### config.mk
export PLATFORM = sky130hd
export DESIGN_NAME = hazard_check
export DESIGN_NICKNAME = d
export VERILOG_FILES = /design/src/rtl/hazard_check.sv
export SDC_FILE = /design/constraint.sdc
export NUM_CORES = 1
export LEC_CHECK = 0
export CAP_MARGIN = 40
export CORE_MARGIN = 2
export CORE_UTILIZATION = 46
export CTS_CLUSTER_DIAMETER = 40
export DETAILED_ROUTE_END_ITERATION = 8
export PLACE_DENSITY_LB_ADDON = 0.12
export SLEW_MARGIN = 20
export SYNTH_ARGS = -nofsm -noshare
export SYNTH_HDL_FRONTEND = slang
export SYNTH_SLANG_ARGS = --single-unit
### constraint.sdc
create_clock -name clock_i -period 2.2 [get_ports clock_i]
set_clock_uncertainty 0.15 [all_clocks]
set_input_delay 0.44 -clock clock_i [delete_from_list [all_inputs] [get_ports clock_i]]
set_output_delay 0.44 -clock clock_i [all_outputs]
set_load 0.02 [all_outputs]
### src/rtl/hazard_check.sv
// Read-after-write hazard checker between decode and register-read.
// Optional HAZARD_STALL_COUNT_EN adds a saturating stall-cycle counter.
module hazard_check #(
    parameter int LATENCY = 3
) (
    input  logic        clock_i,
    input  logic        reset_i,
    input  logic        flushBack_i,
    input  logic        enable_i,
    input  logic [6:0]  opcode_i,
    input  logic [1:0]  functionType_i,
    input  logic [4:0]  primOperand_i,
    input  logic [15:0] secOperand_i,
    input  logic        pRead_i,
    input  logic        pWrite_i,
    input  logic        sRead_i,
    output logic        stall_o,
    output logic        enable_o,
    output logic [6:0]  opcode_o,
    output logic [1:0]  functionType_o,
    output logic [4:0]  primOperand_o,
    output logic [15:0] secOperand_o,
    output logic        pRead_o,
    output logic        pWrite_o,
    output logic        sRead_o,
`ifdef HAZARD_STALL_COUNT_EN
    output logic [15:0] stallCount_o,
`endif
    output logic        overflow_o
);

    localparam int WIN = LATENCY - 1;

    typedef enum logic {
        PASS,
        HOLD
    } state_t;

    typedef struct packed {
        logic [6:0]  opcode;
        logic [1:0]  ftype;
        logic [4:0]  prim;
        logic [15:0] sec;
        logic        pread;
        logic        pwrite;
        logic        sread;
    } instr_t;

    state_t              state_q, state_d;
    instr_t              hold_q, hold_d;
    instr_t              out_q, out_d;
    instr_t              in_instr, cand;
    logic                enable_q, enable_d;
    logic                overflow_q, overflow_d;
    logic [WIN-1:0]      win_valid_q, win_valid_d;
    logic [WIN-1:0][4:0] win_dest_q, win_dest_d;
    logic                cand_valid, hazard, issue;

    assign in_instr = {opcode_i, functionType_i, primOperand_i,
                       secOperand_i, pRead_i, pWrite_i, sRead_i};

    // A held instruction always outranks the input port.
    always_comb begin
        cand_valid = (state_q == HOLD) || enable_i;
        cand       = (state_q == HOLD) ? hold_q : in_instr;
        hazard     = 1'b0;
        for (int i = 0; i < WIN; i++) begin
            if (win_valid_q[i] &&
                ((cand.pread && cand.prim == win_dest_q[i]) ||
                 (cand.sread && cand.sec[4:0] == win_dest_q[i]))) begin
                hazard = 1'b1;
            end
        end
        issue = cand_valid && !hazard;
    end

    always_comb begin
        state_d    = state_q;
        hold_d     = hold_q;
        out_d      = out_q;
        enable_d   = 1'b0;
        overflow_d = overflow_q;

        for (int i = WIN - 1; i > 0; i--) begin
            win_valid_d[i] = win_valid_q[i-1];
            win_dest_d[i]  = win_dest_q[i-1];
        end
        win_valid_d[0] = issue && cand.pwrite;
        win_dest_d[0]  = cand.prim;

        unique case (state_q)
            PASS: begin
                if (issue) begin
                    out_d    = cand;
                    enable_d = 1'b1;
                end else if (cand_valid) begin
                    hold_d  = cand;
                    state_d = HOLD;
                end
            end
            HOLD: begin
                if (enable_i) begin
                    overflow_d = 1'b1;
                end
                if (issue) begin
                    out_d    = cand;
                    enable_d = 1'b1;
                    state_d  = PASS;
                end
            end
            default: state_d = PASS;
        endcase

        if (flushBack_i) begin
            state_d     = PASS;
            hold_d      = '0;
            out_d       = out_q;
            enable_d    = 1'b0;
            overflow_d  = overflow_q;
            win_valid_d = '0;
        end
    end

    always_ff @(posedge clock_i) begin
        if (reset_i) begin
            state_q     <= PASS;
            hold_q      <= '0;
            out_q       <= '0;
            enable_q    <= 1'b0;
            overflow_q  <= 1'b0;
            win_valid_q <= '0;
            win_dest_q  <= '0;
        end else begin
            state_q     <= state_d;
            hold_q      <= hold_d;
            out_q       <= out_d;
            enable_q    <= enable_d;
            overflow_q  <= overflow_d;
            win_valid_q <= win_valid_d;
            win_dest_q  <= win_dest_d;
        end
    end

    assign stall_o        = (state_q == HOLD);
    assign enable_o       = enable_q;
    assign overflow_o     = overflow_q;
    assign opcode_o       = out_q.opcode;
    assign functionType_o = out_q.ftype;
    assign primOperand_o  = out_q.prim;
    assign secOperand_o   = out_q.sec;
    assign pRead_o        = out_q.pread;
    assign pWrite_o       = out_q.pwrite;
    assign sRead_o        = out_q.sread;

`ifdef HAZARD_STALL_COUNT_EN
    logic [15:0] stall_cnt_q, stall_cnt_d;

    always_comb begin
        stall_cnt_d = stall_cnt_q;
        if (state_q == HOLD && stall_cnt_q != 16'hFFFF) begin
            stall_cnt_d = stall_cnt_q + 16'd1;
        end
    end

    always_ff @(posedge clock_i) begin
        if (reset_i) begin
            stall_cnt_q <= '0;
        end else begin
            stall_cnt_q <= stall_cnt_d;
        end
    end

    assign stallCount_o = stall_cnt_q;
`endif

endmodule

==> impl_metrics.json, run 1 <==
{
  "ff2ff_path_depth": 12,
  "grt_usage_pct": 23.46,
  "fp.dieH_um": 90.57,
  "synth_xor_area_share_pct": 5.082,
  "grt_pass1_wl_um": 15580,
  "synthFlopType": "dfxtp_1",
  "synth.area.mux_share_pct": 9.655,
  "cts_max_level": 3,
  "die_x_um": 90.57,
  "syn_area_per_cell_um2": 8.977,
  "fin_nets": 521,
  "insertion_delay_ns": 0.37,
  "cp_top_family": "buffers and inverters",
  "path_clk_slew_ns": 0.09,
  "critical_path.max_stage_delay_ns": 0.38,
  "drv_slew": 0,
  "required_ns": 2.34,
  "synthToLayoutAreaGrowth_pct": 51.65,
  "internal_power_uw": 2317,
  "crit_top_cell": "buf_6",
  "fin_ws_ns": -0.3726,
  "hold_path.class": "in -> reg",
  "leakagePower_uw": 0.001752,
  "p_seq_share_pct": 47.9,
  "design_area_um2": 5228,
  "final_hold_viol_count": 0,
  "vdd_drop_max_mv": 0.5434,
  "numClockSinks": 81,
  "num_io_pins": 73,
  "cts_buffers": 9,
  "synth_cell_types": 30,
  "ant_nets": 0,
  "holdCritStartpoint": "reset_i",
  "maxCapViolCount": 0,
  "rsz0062_at_grt": "yes",
  "fin_setup_tns_ns": -19.55,
  "synth_edf_count": 0,
  "violations": "setup timing",
  "hold_depth": 3,
  "antenna_found_initial": 0,
  "grt_pass1_vias": 3156,
  "synthCells": 384,
  "placed_area_um2": 4521,
  "n_antenna_cell": 0,
  "end_kind": "flop",
  "synth_compound_area_share_pct": 21.81,
  "grt_max_degree": 47,
  "worstPathBufferInverterCount": 5,
  "seq_area_um2": 1625,
  "rows": 31,
  "synth-async-reset-ratio_pct": 0,
  "yosysMostFrequentCell": "dfxtp_1",
  "die_area_um2": 8202,
  "place_ws_ns": -0.7120,
  "r2r_slack_ns": -0.37,
  "fin_crit_ns": 2.573,
  "startpoint_type": "flop",
  "crit_chain": "buf_12 -> buf_6 -> mux2i_4 -> xnor2_2 -> nor4_2 -> nand4_1 -> buf_4 -> a41oi_4 -> buf_6 -> clkbuf_16 -> nand2_1 -> a21oi_1",
  "worstReg2RegEnd": "hold_q[18]$_SDFFE_PP0P_",
  "cpMaxStageDelayCell": "dfxtp_4",
  "cts_tree": "built",
  "synth_commonest_cells": "81 x dfxtp_1, 62 x a21oi_1, 37 x o21ai_0",
  "dr_total_vias": 3297,
  "clock.fmax_ghz": 0.3887,
  "drive_above_1_share_pct": 27.40,
  "synthAdderAreaFrac_pct": 0,
  "combPwrFrac_pct": 15.7,
  "worst-path-max-fanout": 6,
  "seq_area_frac_synth_pct": 47.04,
  "setup_violations": 69,
  "clkPwrFrac_pct": 36.4,
  "core_um2": 7253,
  "root_buffer": "clkbuf_8",
  "cts.path.max_buffers": 2,
  "dp_cells": 558,
  "power.switching_uw": 913.2,
  "drt-total-wl_um": 10310,
  "multi_input_area_um2": 1993,
  "switching_share_pct": 28.27,
  "status": "finished, violations left",
  "synth-seq-cells": 81,
  "maxSlewHeadroom_pct": 49.29,
  "portBuffers": 72,
  "tightest_slew_ns": 0.7527,
  "critical_path_class": "reg -> reg",
  "synth_area_um2": 3447,
  "gp_congestion": 0.8662,
  "n_fill_cell": 528,
  "post-dp-hpwl_um": 5838,
  "fin_crit_sh_pct": 116.9,
  "finalNonFillerCells": 588,
  "yosysWarnings": 0,
  "initial_core_util_pct": 47.52,
  "synthSimpleGateAreaFrac_pct": 11.14,
  "synth.top_cell.area_share_pct": 47.04,
  "netlist_top_cells_area": "dfxtp_1 47%, a21oi_1 9.0%, mux2i_1 8.1%",
  "drc": 0,
  "grt.overflow.total": 0,
  "syn-num-nets": 421,
  "power_density_nw_per_um2": 617.8,
  "drtPass1Iterations": 5,
  "synth_top_family_by_area": "compound AO/OA/AOI/OAI gates",
  "dr.first_iter.drc_count": 214,
  "netlist.top_cell.by_area": "dfxtp_1",
  "arrival_ns": 2.71,
  "vias_per_cell": 5.607,
  "finalPower_uw": 3230,
  "routedWlPerCell_um": 17.54
}
worst max path at each step:
stage	end	slack, ns	cells after the start
after detailed placement	hold_q[21]$_SDFFE_PP0P_	-0.71	10
after floorplan	secOperand_o[12]$_SDFFE_PP0P_	-0.19	12
after global routing	hold_q[18]$_SDFFE_PP0P_	-0.48	12
after CTS	hold_q[30]$_SDFFE_PP0P_	-0.24	12
after global placement	hold_q[5]$_SDFFE_PP0P_	-0.56	9
final	hold_q[18]$_SDFFE_PP0P_	-0.37	12
power by group through the flow:
stage | Combinational (uW) | Sequential (uW) | Clock, uW
3_5_place_dp | 430 | 1580 | 0
5_1_grt | 538 | 1550 | 1240
3_3_place_gp | 426 | 1580 | 0
6_report | 507 | 1550 | 1180
2_1_floorplan | 158 | 1620 | 0
4_1_cts | 470 | 1550 | 1170
cells in the final DEF (no fill, tap or decap), types with 3 or more instances in the layout:
| master | n |
|---|---|
| nor2b_1 | 5 |
| mux2i_1 | 22 |
| nand4_1 | 4 |
| nor3_1 | 4 |
| o21ai_0 | 27 |
| clkbuf_8 | 9 |
| nand2_1 | 31 |
| a211oi_2 | 26 |
| xnor2_1 | 13 |
| buf_6 | 8 |
| buf_12 | 5 |
| clkbuf_16 | 3 |
| a21oi_1 | 54 |
| buf_8 | 3 |
| nor2_1 | 9 |
| clkdlybuf4s50_1 | 70 |
| xor2_1 | 6 |
| mux2i_4 | 8 |
| buf_4 | 32 |
| dfxtp_1 | 80 |
| nand3_1 | 6 |
| a21oi_2 | 8 |
| o21ai_1 | 6 |
| o21ai_2 | 7 |
| nand2b_1 | 7 |
| inv_1 | 3 |
timing repair:
action,4_1_cts,5_1_grt
cloned,2,4
hold buffers,0,0
setup buffers,9,5
setup endpoints to repair,70,69
pin swaps,5,25
resized for setup,42,42
stage by stage:
step / hold WS, ns / utilization [%]
final: 0.2044 / 72.07
after global routing: 0.2073 / 72.07
after CTS: 0.2071 / 69.43
after detailed placement: 0.3093 / 62.33
after global placement: 0.2956 / 62.33
after floorplan: 0.2725 / -
worst min-delay path, delay by kind of cell:
kind / cells / cell delay [ns]
buf+inv: 1 / 0.08
simple gates: 2 / 0.16
routing by layer:
layer  vias up  global-route usage [%]  share of wire [%]
li1       1564                       -                  -
met1      1592                   32.29                 45
met2       125                   37.06                 47
met3        16                   4.174                6.4
met4         0                   8.333                1.5
met5         -                       0                  0
sequential cells by signal (all words and copies together) (netlist names), named ones only:
name            flops
hold_q             33
secOperand_o       16
opcode_o            7
primOperand_o       5
win_dest_d          5
win_dest_q          5
functionType_o      2
win_valid_q         2
enable_o            1
overflow_o          1
pRead_o             1
pWrite_o            1
sRead_o             1
cell families (layout without fill, tap and decap cells):
| group | Yosys count | after routing |
|---|---|---|
| and+or+nand+nor | 81 | 81 |
| muxes | 32 | 32 |
| DFF | 81 | 81 |
| xor gates and xnor gates | 20 | 20 |
| AOI/OAI and AO/OA | 133 | 133 |
| buffers and inverters | 37 | 142 |
layout make-up:
class	instances	share of cell area, %
clock buffer	9	2.370
clock inverter	7	1.628
inverter	3	0.2154
multi-input combinational	266	38.13
sequential	81	31.09
tap	99	2.370
timing repair buffer	123	24.20
No activity file was read; power rests on OpenSTA's default activity.
==> run 2, diff against run 1 <==
- ABC_CLOCK_PERIOD_IN_PS: unset -> 2200
==> results of run 2 <==
Same layout as run 1: the final DEF is identical, and so are final timing and power.
==> run 3, diff against run 2 <==
- ABC_CLOCK_PERIOD_IN_PS: 2200 -> unset
- CORE_UTILIZATION: 46 -> 56
- DONT_BUFFER_PORTS: unset -> 1
- MAX_ROUTING_LAYER: unset -> met4
==> impl_metrics.json, run 3 (synthesized netlist as in run 1, its figures left out) <==
{
  "vias_per_cell": 6.130,
  "holdCritStartpoint": "reset_i",
  "drtPass1Iterations": 4,
  "cts.path.max_buffers": 2,
  "synthToLayoutAreaGrowth_pct": 33.10,
  "root_buffer": "clkbuf_8",
  "power.switching_uw": 825.6,
  "final_cell_mix": "80 x dfxtp_1, 44 x a21oi_1, 27 x mux2i_1",
  "cts_tree": "built",
  "violations": "setup timing",
  "grt_usage_pct": 28.58,
  "fp.dieH_um": 82.46,
  "initial_core_util_pct": 58.22,
  "setup_violations": 69,
  "vdd_drop_max_mv": 0.5648,
  "holdWs_ns": 0.03096,
  "dr_total_vias": 3010,
  "fin_crit_sh_pct": 112.4,
  "required_ns": 2.29,
  "arrival_ns": 2.56,
  "drv_slew": 0,
  "finalNonFillerCells": 491,
  "final_hold_viol_count": 0,
  "n_antenna_cell": 0,
  "die_x_um": 82.46,
  "drive_above_1_share_pct": 36.30,
  "grt.overflow.total": 0,
  "largest_reg_flops": 33,
  "maxSlewHeadroom_pct": 44.33,
  "clkPwrFrac_pct": 36.2,
  "fin_ws_ns": -0.2734,
  "maxCapViolCount": 0,
  "fin_crit_ns": 2.473,
  "routedWlPerCell_um": 20.19,
  "finalPower_uw": 3013,
  "path_clk_slew_ns": 0.08,
  "ant_nets": 0,
  "switching_share_pct": 27.40,
  "n_fill_cell": 390,
  "tightest_slew_ns": 0.8350,
  "cts_buffers": 9,
  "multi_input_area_um2": 2068,
  "cts_max_level": 3,
  "grt_max_degree": 38,
  "die_area_um2": 6799,
  "grt_pass1_wl_um": 14180,
  "status": "finished, violations left",
  "regMostFlops": "hold_q",
  "end_kind": "flop",
  "clock.fmax_ghz": 0.4043,
  "grt_pass1_vias": 2866,
  "portBuffers": 0,
  "internal_power_uw": 2187,
  "dr.first_iter.drc_count": 145,
  "power_density_nw_per_um2": 656.7,
  "numClockSinks": 81,
  "p_seq_share_pct": 53.2,
  "gp_congestion": 0.8667,
  "rows": 28,
  "final_common_cell": "dfxtp_1",
  "post-dp-hpwl_um": 5575,
  "fin_util_pct": 77.49,
  "critical_path_class": "reg -> reg",
  "drc": 0,
  "insertion_delay_ns": 0.35,
  "leakagePower_uw": 0.001522,
  "rsz0062_at_grt": "yes",
  "num_io_pins": 73,
  "fin_nets": 448,
  "hold_path.class": "in -> reg",
  "worst-path-max-fanout": 18,
  "startpoint_type": "flop",
  "core_um2": 5921,
  "antenna_found_initial": 0,
  "drt-total-wl_um": 9915,
  "dp_cells": 458,
  "seq_area_um2": 1625,
  "place_ws_ns": -0.3445,
  "combPwrFrac_pct": 10.6
}
-- run 3: path summary, 6_finish.rpt --
path / to / slack, ns / cells past startpoint
max: secOperand_o[1]$_SDFFE_PP0P_ / -0.27 / 10
min: win_dest_d[5]$_SDFF_PP0_ / 0.03 / 1
min reg2reg: win_valid_q[1]$_SDFF_PP0_ / 0.32 / 2
max reg2reg: secOperand_o[1]$_SDFFE_PP0P_ / -0.27 / 10
-- run 3: critical path: stages (launching register included) --
cell	delay (ns)
dfxtp_4	0.40
buf_8	0.14
buf_4	0.13
mux2i_4	0.26
xnor2_1	0.10
nor4_1	0.24
nand3_1	0.18
and4_4	0.29
clkbuf_16	0.20
a21oi_1	0.19
a211oi_1	0.08
-- run 3: final cells by class --
cell class / instances / area share, %
multi-input combinational: 266 / 45.08
sequential: 81 / 35.42
timing repair buffer: 50 / 12.98
clock buffer: 9 / 2.700
tap: 75 / 2.045
clock inverter: 7 / 1.527
inverter: 3 / 0.2454
-- run 3: what timing repair did --
item	4_1_cts	5_1_grt
hold buffers	2	1
pin swaps	11	15
gates cloned	1	4
buffers inserted	8	1
endpoints found under the setup margin	69	69
resized for setup	55	73
endpoints found under the hold margin	34	2
-- run 3: metal layers --
metal / vias to the layer above / GRT usage, % / wire length [um] / share of wire, %
met1: 1457 / 34.86 / 4185 / 42
met2: 102 / 45.08 / 4739 / 48
li1: 1429 / - / - / -
met5: - / - / 0 / 0
met4: 0 / 8.000 / 247 / 2.5
met3: 22 / 9.783 / 743 / 7.5
-- run 3: through the flow --
| step | area (um^2) | TNS [ns] |
|---|---|---|
| 4_1_cts | 4156 | -8.978 |
| 2_1_floorplan | 3505 | -9.591 |
| 3_3_place_gp | 3734 | -13.14 |
| 5_1_grt | 4588 | -20.08 |
| 3_5_place_dp | 3734 | -16.77 |
| 6_report | 4588 | -13.81 |
-- run 3: power groups by stage --
stage | sequential (uW) | combinational, uW | clock, uW
final | 1600 | 318 | 1090
after global routing | 1610 | 340 | 1140
after floorplan | 1620 | 158 | 0
after detailed placement | 1630 | 215 | 0
after CTS | 1600 | 252 | 1100
after global placement | 1630 | 208 | 0
